===== src/rtl/uio_pkg.sv =====
// Shared types and constants for the uio strobe transmitter family.
package uio_pkg;

  typedef enum logic [1:0] {
    ST_IDLE,
    ST_SETUP,
    ST_STB_HI,
    ST_STB_LO
  } tx_state_t;

  localparam logic [7:0] UIO_OE_ALL  = 8'hFF;
  localparam logic [7:0] UIO_OE_NONE = 8'h00;

endpackage


===== src/rtl/uio_strobe_tx_if.sv =====
// Byte input port plus strobe/ack pad handshake of uio_strobe_tx.
interface uio_strobe_tx_if;
  logic [7:0] in_data;
  logic       in_valid;
  logic       in_ready;
  logic       ack;
  logic       stb;
  logic [7:0] uio_out;
  logic [7:0] uio_oe;

  // master: the transmitter itself; slave: core logic plus external receiver
  modport master (
    input  in_data, in_valid, ack,
    output in_ready, stb, uio_out, uio_oe
  );

  modport slave (
    output in_data, in_valid, ack,
    input  in_ready, stb, uio_out, uio_oe
  );
endinterface


===== src/rtl/uio_strobe_tx_fifo.sv =====
// Synchronous circular-buffer FIFO; pointers carry an extra wrap bit to tell full from empty.
module sync_fifo #(
  parameter int unsigned WIDTH = 8,
  parameter int unsigned DEPTH = 4
) (
  input  logic                     clk,
  input  logic                     rst,
  input  logic                     push,
  input  logic [WIDTH-1:0]         push_data,
  input  logic                     pop,
  output logic [WIDTH-1:0]         pop_data,
  output logic                     full,
  output logic                     empty,
  output logic [$clog2(DEPTH):0]   count
);
  localparam int unsigned AW = $clog2(DEPTH);
  localparam logic [AW:0] PTR_ONE = 1;

  logic [AW:0]      wr_q, wr_d, rd_q, rd_d;
  logic [WIDTH-1:0] mem_q [DEPTH];
  logic             do_push, do_pop;

  assign do_push  = push && !full;
  assign do_pop   = pop && !empty;
  assign empty    = (wr_q == rd_q);
  assign full     = (wr_q[AW] != rd_q[AW]) && (wr_q[AW-1:0] == rd_q[AW-1:0]);
  assign count    = wr_q - rd_q;
  assign pop_data = mem_q[rd_q[AW-1:0]];

  always_comb begin
    wr_d = wr_q;
    rd_d = rd_q;
    if (do_push) wr_d = wr_q + PTR_ONE;
    if (do_pop)  rd_d = rd_q + PTR_ONE;
  end

  always_ff @(posedge clk) begin
    if (rst) begin
      wr_q <= '0;
      rd_q <= '0;
    end else begin
      wr_q <= wr_d;
      rd_q <= rd_d;
    end
  end

  always_ff @(posedge clk) begin
    if (do_push) mem_q[wr_q[AW-1:0]] <= push_data;
  end

endmodule


===== src/rtl/uio_strobe_tx.sv =====
// Buffers bytes and drives them onto the uio pads with a four-phase stb/ack handshake.
module uio_strobe_tx
  import uio_pkg::*;
#(
  parameter int unsigned DEPTH   = 4,
  parameter int unsigned TIMEOUT = 255
) (
  input  logic            clk,
  input  logic            rst,
  uio_strobe_tx_if.master bus,
  output logic            busy,
  output logic            err
);
  localparam int unsigned CW   = $clog2(TIMEOUT + 1);
  localparam int unsigned CNTW = $clog2(DEPTH) + 1;
  localparam logic [CW-1:0]   CNT_LAST = CW'(TIMEOUT - 1);
  localparam logic [CW-1:0]   CNT_ONE  = 1;
  localparam logic [CNTW-1:0] OCC_ONE  = 1;

  tx_state_t       state_q, state_d;
  logic [CW-1:0]   cnt_q, cnt_d;
  logic [7:0]      out_q, out_d;
  logic [7:0]      oe_q, oe_d;
  logic            stb_q, stb_d;
  logic            err_q, err_d;
  logic            busy_q, busy_d;

  logic            push, pop, abort;
  logic            full, empty;
  logic [7:0]      head;
  logic [CNTW-1:0] occ, occ_d;

  assign push         = bus.in_valid && !full;
  assign bus.in_ready = !full;
  assign bus.stb      = stb_q;
  assign bus.uio_out  = out_q;
  assign bus.uio_oe   = oe_q;
  assign busy         = busy_q;
  assign err          = err_q;

  sync_fifo #(
    .WIDTH (8),
    .DEPTH (DEPTH)
  ) u_fifo (
    .clk       (clk),
    .rst       (rst),
    .push      (push),
    .push_data (bus.in_data),
    .pop       (pop),
    .pop_data  (head),
    .full      (full),
    .empty     (empty),
    .count     (occ)
  );

  // Outputs are registered from the next state, so the pads already show the
  // popped byte in the SETUP cycle and stb rises only after a full setup cycle.
  always_comb begin
    state_d = state_q;
    cnt_d   = cnt_q;
    out_d   = out_q;
    oe_d    = oe_q;
    stb_d   = stb_q;
    err_d   = err_q;
    pop     = 1'b0;
    abort   = 1'b0;

    unique case (state_q)
      ST_IDLE: begin
        if (!empty) begin
          pop     = 1'b1;
          out_d   = head;
          oe_d    = UIO_OE_ALL;
          state_d = ST_SETUP;
        end
      end
      ST_SETUP: begin
        stb_d   = 1'b1;
        cnt_d   = '0;
        state_d = ST_STB_HI;
      end
      ST_STB_HI: begin
        if (bus.ack) begin
          stb_d   = 1'b0;
          cnt_d   = '0;
          state_d = ST_STB_LO;
        end else if (cnt_q == CNT_LAST) begin
          abort = 1'b1;
        end else begin
          cnt_d = cnt_q + CNT_ONE;
        end
      end
      ST_STB_LO: begin
        if (!bus.ack) begin
          if (!empty) begin
            pop     = 1'b1;
            out_d   = head;
            state_d = ST_SETUP;
          end else begin
            out_d   = '0;
            oe_d    = UIO_OE_NONE;
            state_d = ST_IDLE;
          end
        end else if (cnt_q == CNT_LAST) begin
          abort = 1'b1;
        end else begin
          cnt_d = cnt_q + CNT_ONE;
        end
      end
      default: state_d = ST_IDLE;
    endcase

    if (abort) begin
      state_d = ST_IDLE;
      stb_d   = 1'b0;
      out_d   = '0;
      oe_d    = UIO_OE_NONE;
      err_d   = 1'b1;
    end

    // busy is registered, so it looks ahead at next-cycle occupancy
    occ_d  = occ + (push ? OCC_ONE : '0) - (pop ? OCC_ONE : '0);
    busy_d = (state_d != ST_IDLE) || (occ_d != '0);
  end

  always_ff @(posedge clk) begin
    if (rst) begin
      state_q <= ST_IDLE;
      cnt_q   <= '0;
      out_q   <= '0;
      oe_q    <= UIO_OE_NONE;
      stb_q   <= 1'b0;
      err_q   <= 1'b0;
      busy_q  <= 1'b0;
    end else begin
      state_q <= state_d;
      cnt_q   <= cnt_d;
      out_q   <= out_d;
      oe_q    <= oe_d;
      stb_q   <= stb_d;
      err_q   <= err_d;
      busy_q  <= busy_d;
    end
  end

endmodule


===== src/flat_wrapper.sv =====
// flat-port wrapper written by rule: the top's interface ports become plain ports
module uio_strobe_tx_flat import uio_pkg::*;
#(
  parameter int unsigned DEPTH   = 4,
  parameter int unsigned TIMEOUT = 255
)
  (clk, rst, busy, err, bus_in_data, bus_in_valid, bus_ack, bus_in_ready, bus_stb, bus_uio_out, bus_uio_oe);
  uio_strobe_tx_if bus_i ();
  input  logic clk;
  input  logic rst;
  output logic busy;
  output logic err;
  input wire logic [$bits(bus_i.in_data)-1:0] bus_in_data;
  input wire logic [$bits(bus_i.in_valid)-1:0] bus_in_valid;
  input wire logic [$bits(bus_i.ack)-1:0] bus_ack;
  output wire logic [$bits(bus_i.in_ready)-1:0] bus_in_ready;
  output wire logic [$bits(bus_i.stb)-1:0] bus_stb;
  output wire logic [$bits(bus_i.uio_out)-1:0] bus_uio_out;
  output wire logic [$bits(bus_i.uio_oe)-1:0] bus_uio_oe;
  assign bus_i.in_data = bus_in_data;
  assign bus_i.in_valid = bus_in_valid;
  assign bus_i.ack = bus_ack;
  assign bus_in_ready = bus_i.in_ready;
  assign bus_stb = bus_i.stb;
  assign bus_uio_out = bus_i.uio_out;
  assign bus_uio_oe = bus_i.uio_oe;
  uio_strobe_tx #(.DEPTH(DEPTH), .TIMEOUT(TIMEOUT)) u_core (.clk(clk), .rst(rst), .bus(bus_i), .busy(busy), .err(err));
endmodule

===== config.mk =====
export PLATFORM = sky130hd
export DESIGN_NAME = uio_strobe_tx_flat
export DESIGN_NICKNAME = d
export VERILOG_FILES = /design/src/rtl/uio_pkg.sv /design/src/rtl/uio_strobe_tx_if.sv /design/src/rtl/uio_strobe_tx_fifo.sv /design/src/rtl/uio_strobe_tx.sv /design/src/flat_wrapper.sv
export SDC_FILE = /design/constraint.sdc
export NUM_CORES = 1
export LEC_CHECK = 0
export BUFFER_PORTS_ARGS = -buffer_cell sky130_fd_sc_hd__clkbuf_2
export CORE_MARGIN = 8
export CORE_UTILIZATION = 50
export CTS_BUF_LIST = sky130_fd_sc_hd__clkbuf_2 sky130_fd_sc_hd__clkbuf_4 sky130_fd_sc_hd__clkbuf_8
export DETAILED_ROUTE_END_ITERATION = 7
export HOLD_SLACK_MARGIN = 0.06
export PLACE_DENSITY = 0.68
export SKIP_CTS_REPAIR_TIMING = 1
export SLEW_MARGIN = 20
export SYNTH_ARGS = -nofsm -noshare
export SYNTH_HDL_FRONTEND = slang
export SYNTH_SLANG_ARGS = --single-unit

===== constraint.sdc =====
create_clock -name clk -period 3.96 [get_ports clk]
set_input_delay 0.396 -clock clk [delete_from_list [all_inputs] [get_ports clk]]
set_output_delay 0.396 -clock clk [all_outputs]
set_load 0.05 [all_outputs]

==> results.toml, run 1 <==
[outcome]
status = "completed"

[route]
ant_nets = 0
wl_per_cell_um = 15.67
dr.pass1.iters = 4
viasPerCell = 5.266
wl_um = 5532
remaining_drc_errors = 0
first_iter_violations = 86
vias = 1859

[power]
power_mw = 2.450
p_per_area_mw_per_mm2 = 749.8
ir_worst_vdd_mv = 0.6026
power_leakage_nw = 1.261

[placement]
finalWeightedCongestion = 0.8319
port_buffers = 31
post-dp-hpwl_um = 3952

[die]
rows = 27
core_area_mm2 = 0.005540
fp.dieW_um = 91.88
io_pins = 32
die_h_um = 91.88
start_util_pct = 51.96
die-area_mm2 = 0.008442

[worst_setup_path]
critical_path_class = "reg2reg"
crit_arrival_ps = 3330
cp_num_cells = 14
r2r_setup_slack_ps = 850
critPathLaunch = "u_core.state_q[0]$_SDFF_PP0_"
critPathBufInv = 4
worstPathMaxFanout = 8
endpoint = "u_core.busy$_SDFF_PP0_"
critPathCaptureType = "flip-flop"
slowest_delay_ps = 540
cp_top_family = "adder cells"
crit_top_cell = "inv_1"
required_ps = 4180
crit_chain = "inv_1 > ha_1 > a21oi_1 > nor3_2 > inv_1 > fa_1 > inv_1 > fa_1 > inv_1 > ha_1 > xnor2_1 > xnor2_1 > nor3_1 > o21ai_1"
start_kind = "flip-flop"
r2r-end = "u_core.busy$_SDFF_PP0_"
crit_slowest_cell = "a21oi_1"
reg2reg_from = "u_core.state_q[0]$_SDFF_PP0_"
r2r_cells = 14

[yosys]
synth_nets = 276
synth_warnings = 0
ys_seq_area_share_pct = 54.24
ys_seq_elements = 62
synth_edf_count = 32
avgSynthCellArea_um2 = 11.61
ys_async_sr_fraction_pct = 0
synth_top_area_share_pct = 33.38
yosys.area.top_type = "edfxtp_1"
netlist_instances = 248
synthDistinctLibCells = 38
synthesis.area_mm2 = 0.002879
synthTopCellsByArea = "edfxtp_1, dfxtp_1, mux4_2"
synthFlopType = "edfxtp_1"

[sta]
clock_skew_ps = 9.117
tns_ps = 0
slew_headroom_pct = 54.99
rsz0062_at_grt = "no"
hold_violations = 0
setup-violations-final = 0
worstMarginPinSlew_ps = 672.0
finalCritPeriodShare_pct = 78.61
min_period_ps = 3113
fmax_mhz = 321.2
slew_viol_final = 0

[hold_path]
worstHoldPathCells = 1
hold_path_class = "in2reg"

[global_routing]
grt_pass1_vias = 1814
grt_max_degree = 20
grt_overflow = 0
antenna_found_initial = 0
track_usage_pct = 13.75
grt_pass1_wl_um = 9011

[clock_tree]
cts_tree = "yes"
cts_root_buffer = "clkbuf_8"
cts.clk_slew.worst_paths_ps = 80
cts_inserted_buffers = 9
cts_sinks = 62
insertion_delay_ps = 340
htree_levels = 3
cts_buffer_depth = 2

[layout]
nets = 304
area_growth_pct = 13.52
drive_above_1_share_pct = 21.35
insertedDiodeCount = 0

[job]
drv_cap = 0
-- layout by cell type (no fill, tap or decap), types with 2 or more instances in the layout --
cell type / Yosys / routed
nor2_1: 34 / 34
edfxtp_1: 32 / 32
clkbuf_2: 0 / 31
dfxtp_1: 30 / 30
inv_1: 17 / 17
a21oi_1: 16 / 16
ha_1: 14 / 14
o21ai_0: 12 / 12
nand2_1: 10 / 10
mux2i_1: 9 / 9
clkbuf_8: 0 / 9
xnor2_1: 8 / 8
mux4_2: 8 / 8
and2_1: 5 / 5
nand2b_1: 4 / 4
nor3_1: 4 / 4
a31oi_1: 3 / 3
nand4_1: 3 / 3
nand3_1: 3 / 3
a22oi_1: 3 / 3
clkinv_4: 0 / 3
or2_1: 2 / 2
o21ai_1: 2 / 2
fa_1: 2 / 2
bufinv_16: 0 / 2
-- cell usage after synthesis (all sizes together), types with 2 or more instances --
| library cell | instances |
|---|---|
| nor2 | 34 |
| edfxtp | 32 |
| dfxtp | 30 |
| a21oi | 17 |
| inv | 17 |
| ha | 14 |
| o21ai | 14 |
| buf | 10 |
| nand2 | 10 |
| mux2i | 9 |
| mux4 | 8 |
| xnor2 | 8 |
| and2 | 5 |
| nor3 | 5 |
| clkbuf | 4 |
| nand2b | 4 |
| a22oi | 3 |
| a31oi | 3 |
| nand3 | 3 |
| nand4 | 3 |
| fa | 2 |
| o31ai | 2 |
| or2 | 2 |
-- metrics by stage --
| step | hold slack (ps) | worst slack [ps] | cell area [um2] | utilization, % | std cells |
|---|---|---|---|---|---|
| finish | 271.6 | 846.9 | 3268 | 58.99 | 353 |
| global route | 257.3 | 698.6 | 3268 | 58.99 | 353 |
| CTS | 261.9 | 862.3 | 3268 | 58.99 | 353 |
| detailed placement | 466.8 | 873.9 | 3038 | 54.83 | 337 |
| global placement | 453.6 | 1004 | 3038 | 54.83 | 337 |
| floorplan | 463.5 | 1120 | 2879 | - | 248 |
-- sequential cells by signal, summed over array words and instances, names as in the netlist, named ones only --
name                 flops
u_core.state_q           2
u_core.u_fifo.rd_q       3
u_core.bus.stb           1
u_core.busy              1
u_core.cnt_q             8
u_core.err               1
u_core.bus.uio_out       8
u_core.u_fifo.mem_q     32
u_core.bus.uio_oe        1
u_core.u_fifo.wr_q       3
-- worst min-delay path by stage --
stage | from | endpoint | slack, ps
after floorplan | u_core.cnt_q[6]$_SDFFE_PP0P_ | u_core.cnt_q[6]$_SDFFE_PP0P_ | 460
after global placement | u_core.err$_SDFFE_PP0P_ | u_core.err$_SDFFE_PP0P_ | 450
after detailed placement | u_core.err$_SDFFE_PP0P_ | u_core.err$_SDFFE_PP0P_ | 470
after CTS | bus_in_data[7] | u_core.u_fifo.mem_q[3][7]$_DFFE_PP_ | 260
after global routing | bus_in_data[7] | u_core.u_fifo.mem_q[0][7]$_DFFE_PP_ | 260
final | bus_in_data[7] | u_core.u_fifo.mem_q[3][7]$_DFFE_PP_ | 270
-- area by class of cell --
cell class | instances | area, um2
Inverter | 17 | 63.81
Clock inverter | 7 | 106.4
Multi-Input combinational cell | 155 | 1167
Timing Repair Buffer | 31 | 155.1
Clock buffer | 9 | 123.9
Sequential cell | 62 | 1562
Fill cell | 478 | 2272
Tap cell | 72 | 90.09
-- metal layers --
layer	up-vias	track usage, %	share of wire (%)
li1	928	-	-
met3	8	4.401	5.1
met5	-	0	0
met1	886	17.83	49
met4	0	6.846	1.6
met2	37	20.20	45
-- cells by family after synthesis --
family                     count (synthesis)  share of synthesized area [%]
AOI/OAI and AO/OA                         43                          9.040
xor gates and xnor gates                   9                          2.999
adders and majority gates                 16                          7.475
buffers and inverters                     31                          5.215
DFF                                       62                          54.24
muxes                                     17                          9.387
and+or+nand+nor                           70                          11.65
-- worst reg2reg max path: stages (launching register included) --
cell and delay [ps]:
dfxtp_1 400, inv_1 110, ha_1 340, a21oi_1 540, nor3_2 140, inv_1 100, fa_1 150, inv_1 50
fa_1 470, inv_1 40, ha_1 200, xnor2_1 130, xnor2_1 120, nor3_1 140, o21ai_1 70
-- report_power, final --
part	switching (mW)	total [mW]	leakage, nW	internal [mW]
combinational	0.654	0.966	0.606	0.311
clock	0.268	0.632	0.116	0.364
sequential	0.0832	0.853	0.539	0.770
total	1.01	2.45	1.26	1.44
No activity file was read; power rests on OpenSTA's default activity.
==> run 2, diff against run 1 <==
--- a/config.mk
+++ b/config.mk
@@ -11,7 +11,7 @@
 export CTS_BUF_LIST = sky130_fd_sc_hd__clkbuf_2 sky130_fd_sc_hd__clkbuf_4 sky130_fd_sc_hd__clkbuf_8
 export DETAILED_ROUTE_END_ITERATION = 7
 export HOLD_SLACK_MARGIN = 0.06
-export PLACE_DENSITY = 0.68
+export PLACE_DENSITY = 0.7
 export SKIP_CTS_REPAIR_TIMING = 1
 export SLEW_MARGIN = 20
 export SYNTH_ARGS = -nofsm -noshare
==> constraint.sdc (replaced) <==
create_clock -name clk -period 2.5 [get_ports clk]
set_input_delay 0.25 -clock clk [delete_from_list [all_inputs] [get_ports clk]]
set_output_delay 0.25 -clock clk [all_outputs]
set_load 0.05 [all_outputs]
==> run 2 against run 1 <==
  * The run now ends with negative setup slack left
  * Sequential power grew 57%
  * Die area is the same
  * Power grew 68%
  * Largest power group unchanged
  * Highest routed layer unchanged
==> results.toml, run 2 (synthesis results as in run 1) <==
[worst_setup_path]
worstPathMaxFanout = 2
crit_arrival_ps = 2770
r2r_setup_slack_ps = -50
start_kind = "flip-flop"
crit_slowest_cell = "fa_1"
critical_path_class = "reg2reg"
cp_top_family = "adder cells"
crit_top_cell = "inv_1"
crit_chain = "xor2_2 > and3b_2 > nor3_4 > inv_1 > fa_2 > inv_2 > fa_1 > inv_1 > ha_2 > xnor2_2 > xnor2_1 > nor3_1 > o21ai_1"
critPathBufInv = 3
r2r_cells = 13
reg2reg_from = "u_core.u_fifo.rd_q[2]$_SDFFE_PP0P_"
r2r-end = "u_core.busy$_SDFF_PP0_"
required_ps = 2720
slowest_delay_ps = 400
critPathCaptureType = "flip-flop"

[layout]
largest_reg_flops = 32
area_growth_pct = 21.38
insertedDiodeCount = 0
nets = 327
post-route-util_pct = 63.08
final_common_cell = "nor2_1"
final_cell_mix = "nor2_1, edfxtp_1, clkbuf_2"
drive_above_1_share_pct = 31.58
fillCellCount = 466
stdcell_area_mm2 = 0.003495

[placement]
post-dp-hpwl_um = 4074
finalWeightedCongestion = 0.8525
port_buffers = 31
place_area_mm2 = 0.003217

[global_routing]
grt_pass1_wl_um = 10160
grt_overflow = 0
grtUsageMet1_pct = 19.75
grt_max_degree = 20
antenna_found_initial = 0
grt-busiest-layer = "met2"
gr-usage-met3_pct = 4.238
met2_usage_pct = 22.59
grt_pass1_vias = 2004
track_usage_pct = 15.37

[route]
first_iter_violations = 111
viasPerCell = 5.311
remaining_drc_errors = 0
vias = 1997
wl_per_cell_um = 16.05
wl_um = 6034
ant_nets = 0
dr.pass1.iters = 4

[clock_tree]
htree_levels = 3
cts_root_buffer = "clkbuf_8"
cts_inserted_buffers = 9
cts_buffer_depth = 2
insertion_delay_ps = 340
cts_tree = "yes"
cts_sinks = 62
cts.clk_slew.worst_paths_ps = 70

[power]
ir_worst_vdd_mv = 0.8104
pwr-share-clk_pct = 24.4
power_leakage_nw = 1.375
combPwrFrac_pct = 43.1
power_mw = 4.121
p_sw_mw = 1.646
p_per_area_mw_per_mm2 = 1179
intPower_mw = 2.475
p_sw_share_pct = 39.94
power_frac_seq_pct = 32.4

[outcome]
status = "finished, violations left"
violations = "negative setup slack"

[sta]
slew_headroom_pct = 58.12
hold_violations = 0
clock_skew_ps = 6.110
setup-violations-final = 1
worstMarginPinSlew_ps = 624.5
fin_ws_ps = -50.38
finalCritPeriodShare_pct = 102.0
fmax_mhz = 392.1
min_period_ps = 2550
slew_viol_final = 0
rsz0062_at_grt = "yes"

[die]
fp.dieW_um = 91.88
io_pins = 32
core_area_mm2 = 0.005540
start_util_pct = 51.96
die-area_mm2 = 0.008442
die_h_um = 91.88
rows = 27

[hold_path]
min_from = "bus_in_data[6]"
worstHoldPathCells = 1
hold_path_class = "in2reg"
min_to = "u_core.u_fifo.mem_q[1][6]$_DFFE_PP_"

[job]
drv_cap = 0
-- run 2: changes by cell type in the layout (fill, tap and decap cells not counted), sizes merged --
cell,delta
buf,+23
inv,+1
clkinvlp,+1
clkbuf,+1
clkinv,-3
-- run 2: final cells by class --
| type | count | area (um2) | share of cell area, % |
|---|---|---|---|
| inverter | 17 | 63.81 | 1.826 |
| clock buffer | 10 | 137.6 | 3.938 |
| tap | 72 | 90.09 | 2.578 |
| timing repair buffer | 54 | 327.8 | 9.381 |
| clock inverter | 6 | 91.34 | 2.614 |
| sequential | 62 | 1568 | 44.86 |
| multi-input combinational | 155 | 1216 | 34.80 |
-- run 2: how the worst max path moves through the flow --
stage	depth (start not counted)	to	start	slack [ps]
6_report	13	u_core.busy$_SDFF_PP0_	u_core.u_fifo.rd_q[2]$_SDFFE_PP0P_	-50
3_3_place_gp	13	u_core.busy$_SDFF_PP0_	u_core.u_fifo.wr_q[2]$_SDFFE_PP0P_	-9
5_1_grt	14	u_core.busy$_SDFF_PP0_	u_core.state_q[0]$_SDFF_PP0_	-220
4_1_cts	13	u_core.busy$_SDFF_PP0_	u_core.u_fifo.rd_q[2]$_SDFFE_PP0P_	-80
2_1_floorplan	14	u_core.busy$_SDFF_PP0_	u_core.u_fifo.wr_q[2]$_SDFFE_PP0P_	-200
3_5_place_dp	13	u_core.busy$_SDFF_PP0_	u_core.u_fifo.rd_q[2]$_SDFFE_PP0P_	-70
-- run 2: layer usage --
metal / wire [um] / up-vias
met3: 423 / 11
met4: 123 / 0
met2: 2765 / 77
li1: - / 972
met5: 0 / -
met1: 2722 / 937
-- run 2: metrics by stage --
| step | std cells | hold slack, ps | setup TNS, ps | worst slack, ps |
|---|---|---|---|---|
| 2_1_floorplan | 248 | 348.9 | -195.7 | -195.7 |
| 3_3_place_gp | 359 | 450.6 | -8.773 | -8.773 |
| 3_5_place_dp | 359 | 467.4 | -68.20 | -68.20 |
| 4_1_cts | 375 | 115.3 | -82.11 | -82.11 |
| 5_1_grt | 376 | 121.8 | -222.1 | -222.1 |
| 6_report | 376 | 130.9 | -50.38 | -50.38 |
-- run 2: power by group through the flow --
stage,registers [mW],logic (mW),clock network [mW]
floorplan,1.63,1.07,0
global placement,1.35,1.68,0
detailed placement,1.36,1.70,0
finish,1.34,1.78,1.01
CTS,1.34,1.72,1.02
global route,1.36,1.91,1.06
-- run 2: worst reg2reg max path, stage by stage, from the launching register on --
cell,delay [ps]
dfxtp_2,350
xor2_2,150
and3b_2,250
nor3_4,120
inv_1,70
fa_2,330
inv_2,60
fa_1,400
inv_1,70
ha_2,180
xnor2_2,110
xnor2_1,90
nor3_1,180
o21ai_1,70
